<file path="config.mk">
export PLATFORM = sky130hd
export DESIGN_NAME = wb_arbiter_2m_flat
export DESIGN_NICKNAME = d
export VERILOG_FILES = /design/src/rtl/wb_arb_pkg.sv /design/src/rtl/wb_arbiter_2m_if.sv /design/src/rtl/wb_arb_watchdog.sv /design/src/rtl/wb_arbiter_2m.sv /design/src/flat_wrapper.sv
export SDC_FILE = /design/constraint.sdc
export NUM_CORES = 1
export LEC_CHECK = 0
export CAP_MARGIN = 20
export CORE_AREA = 4 4 116 118
export DETAILED_ROUTE_END_ITERATION = 12
export DIE_AREA = 0 0 120 122
export PLACE_DENSITY = 0.55
export SLEW_MARGIN = 10
export SYNTH_ARGS = -nofsm -noshare
export SYNTH_HDL_FRONTEND = slang
export SYNTH_SLANG_ARGS = --single-unit
</file>
<file path="constraint.sdc">
create_clock -name clk -period 4.6 [get_ports clk]
set_clock_uncertainty 0.1 [all_clocks]
set_input_delay 0.69 -clock clk [delete_from_list [all_inputs] [get_ports clk]]
set_output_delay 0.69 -clock clk [all_outputs]
set_load 0.05 [all_outputs]
</file>
<file path="src/rtl/wb_arb_pkg.sv">
// Shared types and constants for the two-master Wishbone arbiter.
// Watchdog sizing applies only when WB_ARB_TIMEOUT_EN is defined.
package wb_arb_pkg;

  typedef enum logic [1:0] {
    IDLE = 2'b00,
    OWN0 = 2'b01,
    OWN1 = 2'b10
  } arb_state_e;

  // Wide enough for the largest legal TIMEOUT_CYCLES (255).
  localparam int WDOG_CNT_W = 8;

endpackage

</file>
<file path="src/rtl/wb_arbiter_2m_if.sv">
// Pipelined Wishbone request/response bundle; master drives requests,
// slave drives responses.
interface wb_arbiter_2m_if;

  logic        cyc;
  logic        stb;
  logic        we;
  logic [31:0] addr;
  logic [31:0] data;
  logic        ack;
  logic        stall;
  logic [31:0] rdata;

  modport master (
    output cyc, stb, we, addr, data,
    input  ack, stall, rdata
  );

  modport slave (
    input  cyc, stb, we, addr, data,
    output ack, stall, rdata
  );

endinterface

</file>
<file path="src/rtl/wb_arb_watchdog.sv">
// Counts consecutive ack-less owned cycles and flags expiry on the last one.
// Instantiated only when WB_ARB_TIMEOUT_EN is defined.
module wb_arb_watchdog
  import wb_arb_pkg::*;
#(
  parameter int TIMEOUT_CYCLES = 16
) (
  input  logic clk,
  input  logic reset_n,
  input  logic enable,
  input  logic ack,
  input  logic restart,
  output logic expire
);

  localparam logic [WDOG_CNT_W-1:0] LIMIT = WDOG_CNT_W'(TIMEOUT_CYCLES - 1);

  logic [WDOG_CNT_W-1:0] count_r;

  assign expire = enable && !ack && (count_r == LIMIT);

  // Ack-less cycle counter; any ack, idle bus or owner change starts over.
  always_ff @(posedge clk or negedge reset_n) begin
    if (!reset_n) begin
      count_r <= {WDOG_CNT_W{1'b0}};
    end else if (!enable || ack || restart) begin
      count_r <= {WDOG_CNT_W{1'b0}};
    end else begin
      count_r <= count_r + WDOG_CNT_W'(1);
    end
  end

endmodule

</file>
<file path="src/rtl/wb_arbiter_2m.sv">
// Two-master round-robin Wishbone arbiter onto one shared slave.
// Define WB_ARB_TIMEOUT_EN to add the ack watchdog with forced release.
module wb_arbiter_2m
  import wb_arb_pkg::*;
#(
  parameter int TIMEOUT_CYCLES = 16,
  parameter int ID_WIDTH       = 1
) (
  input  logic                clk,
  input  logic                reset_n,
  wb_arbiter_2m_if.slave      m0,
  wb_arbiter_2m_if.slave      m1,
  wb_arbiter_2m_if.master     s,
  output logic                gnt_valid,
  output logic [ID_WIDTH-1:0] gnt_id,
  output logic                timeout_o
);

  if (TIMEOUT_CYCLES < 2 || TIMEOUT_CYCLES > 255) begin : g_bad_timeout
    $error("wb_arbiter_2m: TIMEOUT_CYCLES out of range 2..255");
  end

  arb_state_e          state_r;
  arb_state_e          next_state_s;
  logic                last_r;
  logic                req0_s;
  logic                req1_s;
  logic                expire_s;
  logic                gnt_valid_r;
  logic [ID_WIDTH-1:0] gnt_id_r;

`ifdef WB_ARB_TIMEOUT_EN
  logic [1:0] mask_r;
  logic       restart_s;
  logic       timeout_r;

  assign restart_s = (next_state_s != state_r);

  wb_arb_watchdog #(
    .TIMEOUT_CYCLES(TIMEOUT_CYCLES)
  ) u_wdog (
    .clk     (clk),
    .reset_n (reset_n),
    .enable  (state_r != IDLE),
    .ack     (s.ack),
    .restart (restart_s),
    .expire  (expire_s)
  );

  // A timed-out master stays out of arbitration until it drops cyc.
  always_ff @(posedge clk or negedge reset_n) begin
    if (!reset_n) begin
      mask_r <= 2'b00;
    end else begin
      if (expire_s && state_r == OWN0) mask_r[0] <= 1'b1;
      else if (!m0.cyc)                mask_r[0] <= 1'b0;
      else                             mask_r[0] <= mask_r[0];
      if (expire_s && state_r == OWN1) mask_r[1] <= 1'b1;
      else if (!m1.cyc)                mask_r[1] <= 1'b0;
      else                             mask_r[1] <= mask_r[1];
    end
  end

  // One-cycle pulse coinciding with the first cycle after forced release.
  always_ff @(posedge clk or negedge reset_n) begin
    if (!reset_n) begin
      timeout_r <= 1'b0;
    end else begin
      timeout_r <= expire_s;
    end
  end

  assign req0_s    = m0.cyc && !mask_r[0];
  assign req1_s    = m1.cyc && !mask_r[1];
  assign timeout_o = timeout_r;
`else
  assign expire_s  = 1'b0;
  assign req0_s    = m0.cyc;
  assign req1_s    = m1.cyc;
  assign timeout_o = 1'b0;
`endif

  // Ownership: hold while owner keeps cyc, hand over directly, tie by round-robin.
  always_comb begin
    next_state_s = state_r;
    case (state_r)
      IDLE: begin
        if (req0_s && req1_s) next_state_s = last_r ? OWN0 : OWN1;
        else if (req0_s)      next_state_s = OWN0;
        else if (req1_s)      next_state_s = OWN1;
        else                  next_state_s = IDLE;
      end
      OWN0: begin
        if (expire_s || !m0.cyc) next_state_s = req1_s ? OWN1 : IDLE;
        else                     next_state_s = OWN0;
      end
      OWN1: begin
        if (expire_s || !m1.cyc) next_state_s = req0_s ? OWN0 : IDLE;
        else                     next_state_s = OWN1;
      end
      default: next_state_s = IDLE;
    endcase
  end

  // State, round-robin history and registered grant outputs.
  always_ff @(posedge clk or negedge reset_n) begin
    if (!reset_n) begin
      state_r     <= IDLE;
      last_r      <= 1'b1;
      gnt_valid_r <= 1'b0;
      gnt_id_r    <= {ID_WIDTH{1'b0}};
    end else begin
      state_r     <= next_state_s;
      gnt_valid_r <= (next_state_s != IDLE);
      gnt_id_r    <= ID_WIDTH'(next_state_s == OWN1);
      if (next_state_s == OWN0)      last_r <= 1'b0;
      else if (next_state_s == OWN1) last_r <= 1'b1;
      else                           last_r <= last_r;
    end
  end

  assign gnt_valid = gnt_valid_r;
  assign gnt_id    = gnt_id_r;

  // Route the owner to the slave; the non-owner sees a stalled, silent bus.
  always_comb begin
    s.cyc    = 1'b0;
    s.stb    = 1'b0;
    s.we     = 1'b0;
    s.addr   = 32'h0000_0000;
    s.data   = 32'h0000_0000;
    m0.ack   = 1'b0;
    m0.stall = 1'b1;
    m0.rdata = 32'h0000_0000;
    m1.ack   = 1'b0;
    m1.stall = 1'b1;
    m1.rdata = 32'h0000_0000;
    case (state_r)
      OWN0: begin
        s.cyc    = m0.cyc;
        s.stb    = m0.stb;
        s.we     = m0.we;
        s.addr   = m0.addr;
        s.data   = m0.data;
        m0.ack   = s.ack;
        m0.stall = s.stall;
        m0.rdata = s.rdata;
      end
      OWN1: begin
        s.cyc    = m1.cyc;
        s.stb    = m1.stb;
        s.we     = m1.we;
        s.addr   = m1.addr;
        s.data   = m1.data;
        m1.ack   = s.ack;
        m1.stall = s.stall;
        m1.rdata = s.rdata;
      end
      default: begin
        s.cyc = 1'b0;
      end
    endcase
  end

endmodule

</file>
<file path="src/flat_wrapper.sv">
// flat-port wrapper written by rule: the top's interface ports become plain ports
module wb_arbiter_2m_flat import wb_arb_pkg::*;
#(
  parameter int TIMEOUT_CYCLES = 16,
  parameter int ID_WIDTH       = 1
)
  (clk, reset_n, gnt_valid, gnt_id, timeout_o, m0_cyc, m0_stb, m0_we, m0_addr, m0_data, m0_ack, m0_stall, m0_rdata, m1_cyc, m1_stb, m1_we, m1_addr, m1_data, m1_ack, m1_stall, m1_rdata, s_cyc, s_stb, s_we, s_addr, s_data, s_ack, s_stall, s_rdata);
  wb_arbiter_2m_if m0_i ();
  wb_arbiter_2m_if m1_i ();
  wb_arbiter_2m_if s_i ();
  input  logic clk;
  input  logic reset_n;
  output logic gnt_valid;
  output logic [ID_WIDTH-1:0] gnt_id;
  output logic timeout_o;
  input wire logic [$bits(m0_i.cyc)-1:0] m0_cyc;
  input wire logic [$bits(m0_i.stb)-1:0] m0_stb;
  input wire logic [$bits(m0_i.we)-1:0] m0_we;
  input wire logic [$bits(m0_i.addr)-1:0] m0_addr;
  input wire logic [$bits(m0_i.data)-1:0] m0_data;
  output wire logic [$bits(m0_i.ack)-1:0] m0_ack;
  output wire logic [$bits(m0_i.stall)-1:0] m0_stall;
  output wire logic [$bits(m0_i.rdata)-1:0] m0_rdata;
  input wire logic [$bits(m1_i.cyc)-1:0] m1_cyc;
  input wire logic [$bits(m1_i.stb)-1:0] m1_stb;
  input wire logic [$bits(m1_i.we)-1:0] m1_we;
  input wire logic [$bits(m1_i.addr)-1:0] m1_addr;
  input wire logic [$bits(m1_i.data)-1:0] m1_data;
  output wire logic [$bits(m1_i.ack)-1:0] m1_ack;
  output wire logic [$bits(m1_i.stall)-1:0] m1_stall;
  output wire logic [$bits(m1_i.rdata)-1:0] m1_rdata;
  output wire logic [$bits(s_i.cyc)-1:0] s_cyc;
  output wire logic [$bits(s_i.stb)-1:0] s_stb;
  output wire logic [$bits(s_i.we)-1:0] s_we;
  output wire logic [$bits(s_i.addr)-1:0] s_addr;
  output wire logic [$bits(s_i.data)-1:0] s_data;
  input wire logic [$bits(s_i.ack)-1:0] s_ack;
  input wire logic [$bits(s_i.stall)-1:0] s_stall;
  input wire logic [$bits(s_i.rdata)-1:0] s_rdata;
  assign m0_i.cyc = m0_cyc;
  assign m0_i.stb = m0_stb;
  assign m0_i.we = m0_we;
  assign m0_i.addr = m0_addr;
  assign m0_i.data = m0_data;
  assign m0_ack = m0_i.ack;
  assign m0_stall = m0_i.stall;
  assign m0_rdata = m0_i.rdata;
  assign m1_i.cyc = m1_cyc;
  assign m1_i.stb = m1_stb;
  assign m1_i.we = m1_we;
  assign m1_i.addr = m1_addr;
  assign m1_i.data = m1_data;
  assign m1_ack = m1_i.ack;
  assign m1_stall = m1_i.stall;
  assign m1_rdata = m1_i.rdata;
  assign s_cyc = s_i.cyc;
  assign s_stb = s_i.stb;
  assign s_we = s_i.we;
  assign s_addr = s_i.addr;
  assign s_data = s_i.data;
  assign s_i.ack = s_ack;
  assign s_i.stall = s_stall;
  assign s_i.rdata = s_rdata;
  wb_arbiter_2m #(.TIMEOUT_CYCLES(TIMEOUT_CYCLES), .ID_WIDTH(ID_WIDTH)) u_core (.clk(clk), .reset_n(reset_n), .m0(m0_i), .m1(m1_i), .s(s_i), .gnt_valid(gnt_valid), .gnt_id(gnt_id), .timeout_o(timeout_o));
endmodule
</file>
== Word-level counts from Yosys, hierarchy flattened ==
Index checks and enable logic that the tools add are counted.

* Equal/unequal tests: 4
* Multiplexer cells: 20
* Reductions and logical operators: 4

{| class="wikitable"
|+ Operator list
! cell !! count
|-
| $pmux 32 s2 || 2
|-
| $mux 32 || 2
|-
| $mux 2 || 5
|-
| $mux 1 || 7
|-
| $pmux 1 s2 || 3
|-
| $pmux 2 s3 || 1
|-
| $eq 2x1->1 const B || 2
|-
| $eq 2x2->1 const B || 2
|-
| $reduce_bool 2->1 || 2
|-
| $logic_not 2->1 || 1
|-
| $logic_and 1x1->1 || 1
|}

* Bits in registers: 5
* Output and inout bits: 138
* Word-level logic and storage cells: 32

== Depth between registers and ports, before layout ==
* Depth after elaboration: 7
* Gate-level depth with buffers: 8
* Gate-level depth less buffers: 7

== Least setup slack after synthesis ==
OpenSTA, ideal clock, no wires.

* Kind: register to output
* Start: register u_core.state_r[0]
* End: output port s_addr[17]
* Arrival: 1.828 ns
* Required time: 3.810 ns
* Setup slack: 1.982 ns
* Cell stages (with the launch flop): 6
* Cells stage by stage: dfrtp_1 -> inv_1 -> ha_1 -> clkbuf_1 -> buf_2 -> nor2b_1

* Longest elaborated chain between the ends: 2

{| class="wikitable"
|+ RTL lines
! element !! RTL line !! source
|-
| start, declared || wb_arbiter_2m.sv:23 || <nowiki>arb_state_e state_r;</nowiki>
|-
| start signal, assigned || wb_arbiter_2m.sv:113 || <nowiki>state_r <= next_state_s;</nowiki>
|-
| $eq 2x2->1 or $eq 2x1->1 (tied branches) || wb_arbiter_2m.sv:138 || <nowiki>case (state_r)</nowiki>
|-
| $pmux 32 s2 (*) || wb_arbiter_2m.sv:138 ||
|-
| end, declared || flat_wrapper.sv:35 || <nowiki>output wire logic [$bits(s_i.addr)-1:0] s_addr;</nowiki>
|}

Mark *: on every way between the ends. The rest lies on a longest branch, timed or not.

== Worst setup path after layout ==
* Start: register u_core.state_r[1]
* End: output port s_data[9]

* Longest elaborated chain between the ends: 2

{| class="wikitable"
|+ RTL lines
! element !! RTL line !! source
|-
| $eq 2x2->1 or $eq 2x1->1 (tied branches) || wb_arbiter_2m.sv:138 ||
|-
| $pmux 32 s2 (*) || wb_arbiter_2m.sv:138 ||
|-
| end, declared || flat_wrapper.sv:36 || <nowiki>output wire logic [$bits(s_i.data)-1:0] s_data;</nowiki>
|}

Marks and branches as above.

==> results.md <==
* Status: finished clean
* TritonCTS buffer count at 3
* VDD IR max at 0.325 mV
* Core outline area at 12500 um2
* Ys Warns at 0
* DR iter-0 viols at 149
* Post-DP Area at 5030 um2
* Critical path class: register to primary output
* Std cell rows at 41
* First-pass GRT wire length at 16800 um
* Largest net degree at the start of global routing at 58
* Final setup viols at 0
* Register area share after synthesis at 0.0693
* Final wirelength at 11500 um
* Postcts setup bufs at 0
* Via count at 2980
* Share of cells above drive strength 1 at 0.0221
* Initial Util at 0.146
* All-Layer GR Usage at 0.141
* Slew HR at 0.562
* Die height at 122 um
* Period utilization at 0.770
* Worst setup path startpoint: u_core.state_r[1]$_DFF_PN0_
* Fmax at 282 MHz
* CP arrival at 2.75 ns
* H-Tree Depth at 1
* I/O pins at 308
* Distinct cells, synth at 19
* WP data required at 3.81 ns
* Synthesized instance count at 261
* Post-Place Cells at 712
* Post-Synth Adder-Cell Area at 0.0480
* Maxcap violations at 0
* Power density cells at 628 nW/um2
* Die width at 120 um
* Antenna violations before repair at 0
* Post-layout minimum cycle time at 3.54 ns
* R2r setup slk at 2.01 ns
* # resized after CTS at 0
* Deepest clock path buffer count at 2
* Layout area overhead at 180%
* Clk sink count at 5
* CTS Hold Buffers Added at 0
* Worst setup EP type: primary output
* HPWL Detailed at 9520 um
* Vias in the first global route at 3077
* Per-cell routed wire length at 16.1 um
* Critical Path End: s_data[9]
* # DRC at 0
* CTS Root Cell: clkbuf_16
* Slew Viols, Final at 0
* Post-route ant nets at 0
* Tightest Pin Transition at 0.657 ns
* Post-synthesis compound-gate area fraction at 0.307
* Layout Cells excl Fill at 716
* CP Launch Type: register
* Post-Syn Area at 1820 um2
* Buffers added on ports at 306
* CTS clk-pin slew, worst paths at 0.03 ns
* Grt total ovfl at 0
* R2r startpoint: u_core.state_r[1]$_DFF_PN0_
* Worst Setup Slack, final at 1.06 ns
* RD Place Congestion at 0.782
* Main combinational cell family by area after synthesis: simple AND/OR/NAND/NOR gates
* Yosys reg bits at 5
* Clock Latency Late Sink at 0.23 ns
* Post-synthesis simple-gate area fraction at 0.483
* Post-synthesis mux area share at 0
* Pre-CTS WS at 1.25 ns
* Most frequent cells in the layout: 306 x clkdlybuf4s50_1, 69 x nor2b_1, 67 x a22oi_1, 66 x and2_1
* N_diodes at 0
* Post-synthesis xor/xnor area fraction at 0
* Worst-path maximum fanout at 57
* Final Instance Area at 5110 um2
* Leakage at 1.75 nW
* R2r endpoint: u_core.last_r$_DFFE_PN1P_
* Post-synth net total at 438
* Avg Inst Size Synth at 6.99 um2
* Number of hold violations in the final report at 0
* RSZ-0062 raised after global routing: false
* CTS tree: done
* DR vias/cell at 4.16
* Worst R2R Path Depth at 7
* Tot Pwr at 3.21 mW
* Commonest non-fill, non-tap cell in the layout: clkdlybuf4s50_1
* Nets at 722
* Setup TNS at 0 ns
* Hold WC Path Type: register to register
* DRT Pass-1 Iters at 4
* Die Footprint at 14600 um2
## worst max-delay path, cell delays in order (launching register included)
cell	delay (ns)
dfrtp_1	0.41
inv_1	0.13
ha_4	0.57
buf_12	0.29
a22oi_1	0.12
nor2b_1	0.14
clkdlybuf4s50_1	0.84
## Yosys cell counts, drive strengths merged
cell type / n / area [um2]
and2: 66 / 413
clkbuf: 12 / 45.0
a22oi: 67 / 503
a21oi: 1 / 5.00
ha: 7 / 87.6
nor2b: 69 / 432
a2111o: 2 / 22.5
dfrtp: 4 / 100
conb: 1 / 3.75
buf: 18 / 101
inv: 5 / 18.8
nor3: 1 / 10.0
nand2b: 3 / 18.8
dfstp: 1 / 26.3
nor2: 1 / 3.75
nand2: 1 / 3.75
a2111oi: 2 / 30.0
## state kept, by name (all words and copies together) (netlist names)
name / count
u_core.state_r: 2
u_core.gnt_id: 1
u_core.gnt_valid: 1
u_core.last_r: 1
## routing by layer
layer / vias up / share of wire / GRT usage / wire length [um]
met5: - / 0 / 0 / 0
met4: 0 / 0.016 / 0.0336 / 188
met3: 16 / 0.085 / 0.0376 / 975
met2: 165 / 0.52 / 0.273 / 6020
met1: 1335 / 0.38 / 0.153 / 4350
li1: 1464 / - / - / -
## through the flow
step / hold WS, ns / utilization
2_1_floorplan: 0.294 / -
3_3_place_gp: 0.401 / 0.403
3_5_place_dp: 0.408 / 0.403
4_1_cts: 0.413 / 0.410
5_1_grt: 0.437 / 0.410
6_report: 0.416 / 0.410
## cells by family after synthesis
kind of cell	after synthesis
AND/OR/NAND/NOR	141
adder cells (fa/ha/maj)	7
flip-flops	5
buffers and inverters	35
AO/OA/AOI/OAI	72
other	1
## layout make-up
type / count / area [um2]
inverter: 5 / 18.8
fill: 1238 / 7360
sequential: 5 / 126
multi-input combinational: 221 / 1560
tap: 172 / 215
clock buffer: 4 / 78.8
timing repair buffer: 309 / 3110
## power by group
part	switching, mW	internal, mW	leakage [nW]
registers	0.0144	0.0652	0.0618
clock network	0.0287	0.115	0.0382
logic	1.88	1.10	1.65
## worst min path at each step
stage,slack (ns),to,start,depth (start not counted)
detailed placement,0.41,u_core.last_r$_DFFE_PN1P_,u_core.last_r$_DFFE_PN1P_,2
global placement,0.40,u_core.last_r$_DFFE_PN1P_,u_core.last_r$_DFFE_PN1P_,2
floorplan,0.29,u_core.gnt_id$_DFF_PN0_,reset_n,0
CTS,0.41,u_core.last_r$_DFFE_PN1P_,u_core.last_r$_DFFE_PN1P_,2
finish,0.42,u_core.last_r$_DFFE_PN1P_,u_core.last_r$_DFFE_PN1P_,2
global route,0.44,u_core.last_r$_DFFE_PN1P_,u_core.last_r$_DFFE_PN1P_,2
(Power assumes the default switching activity.)
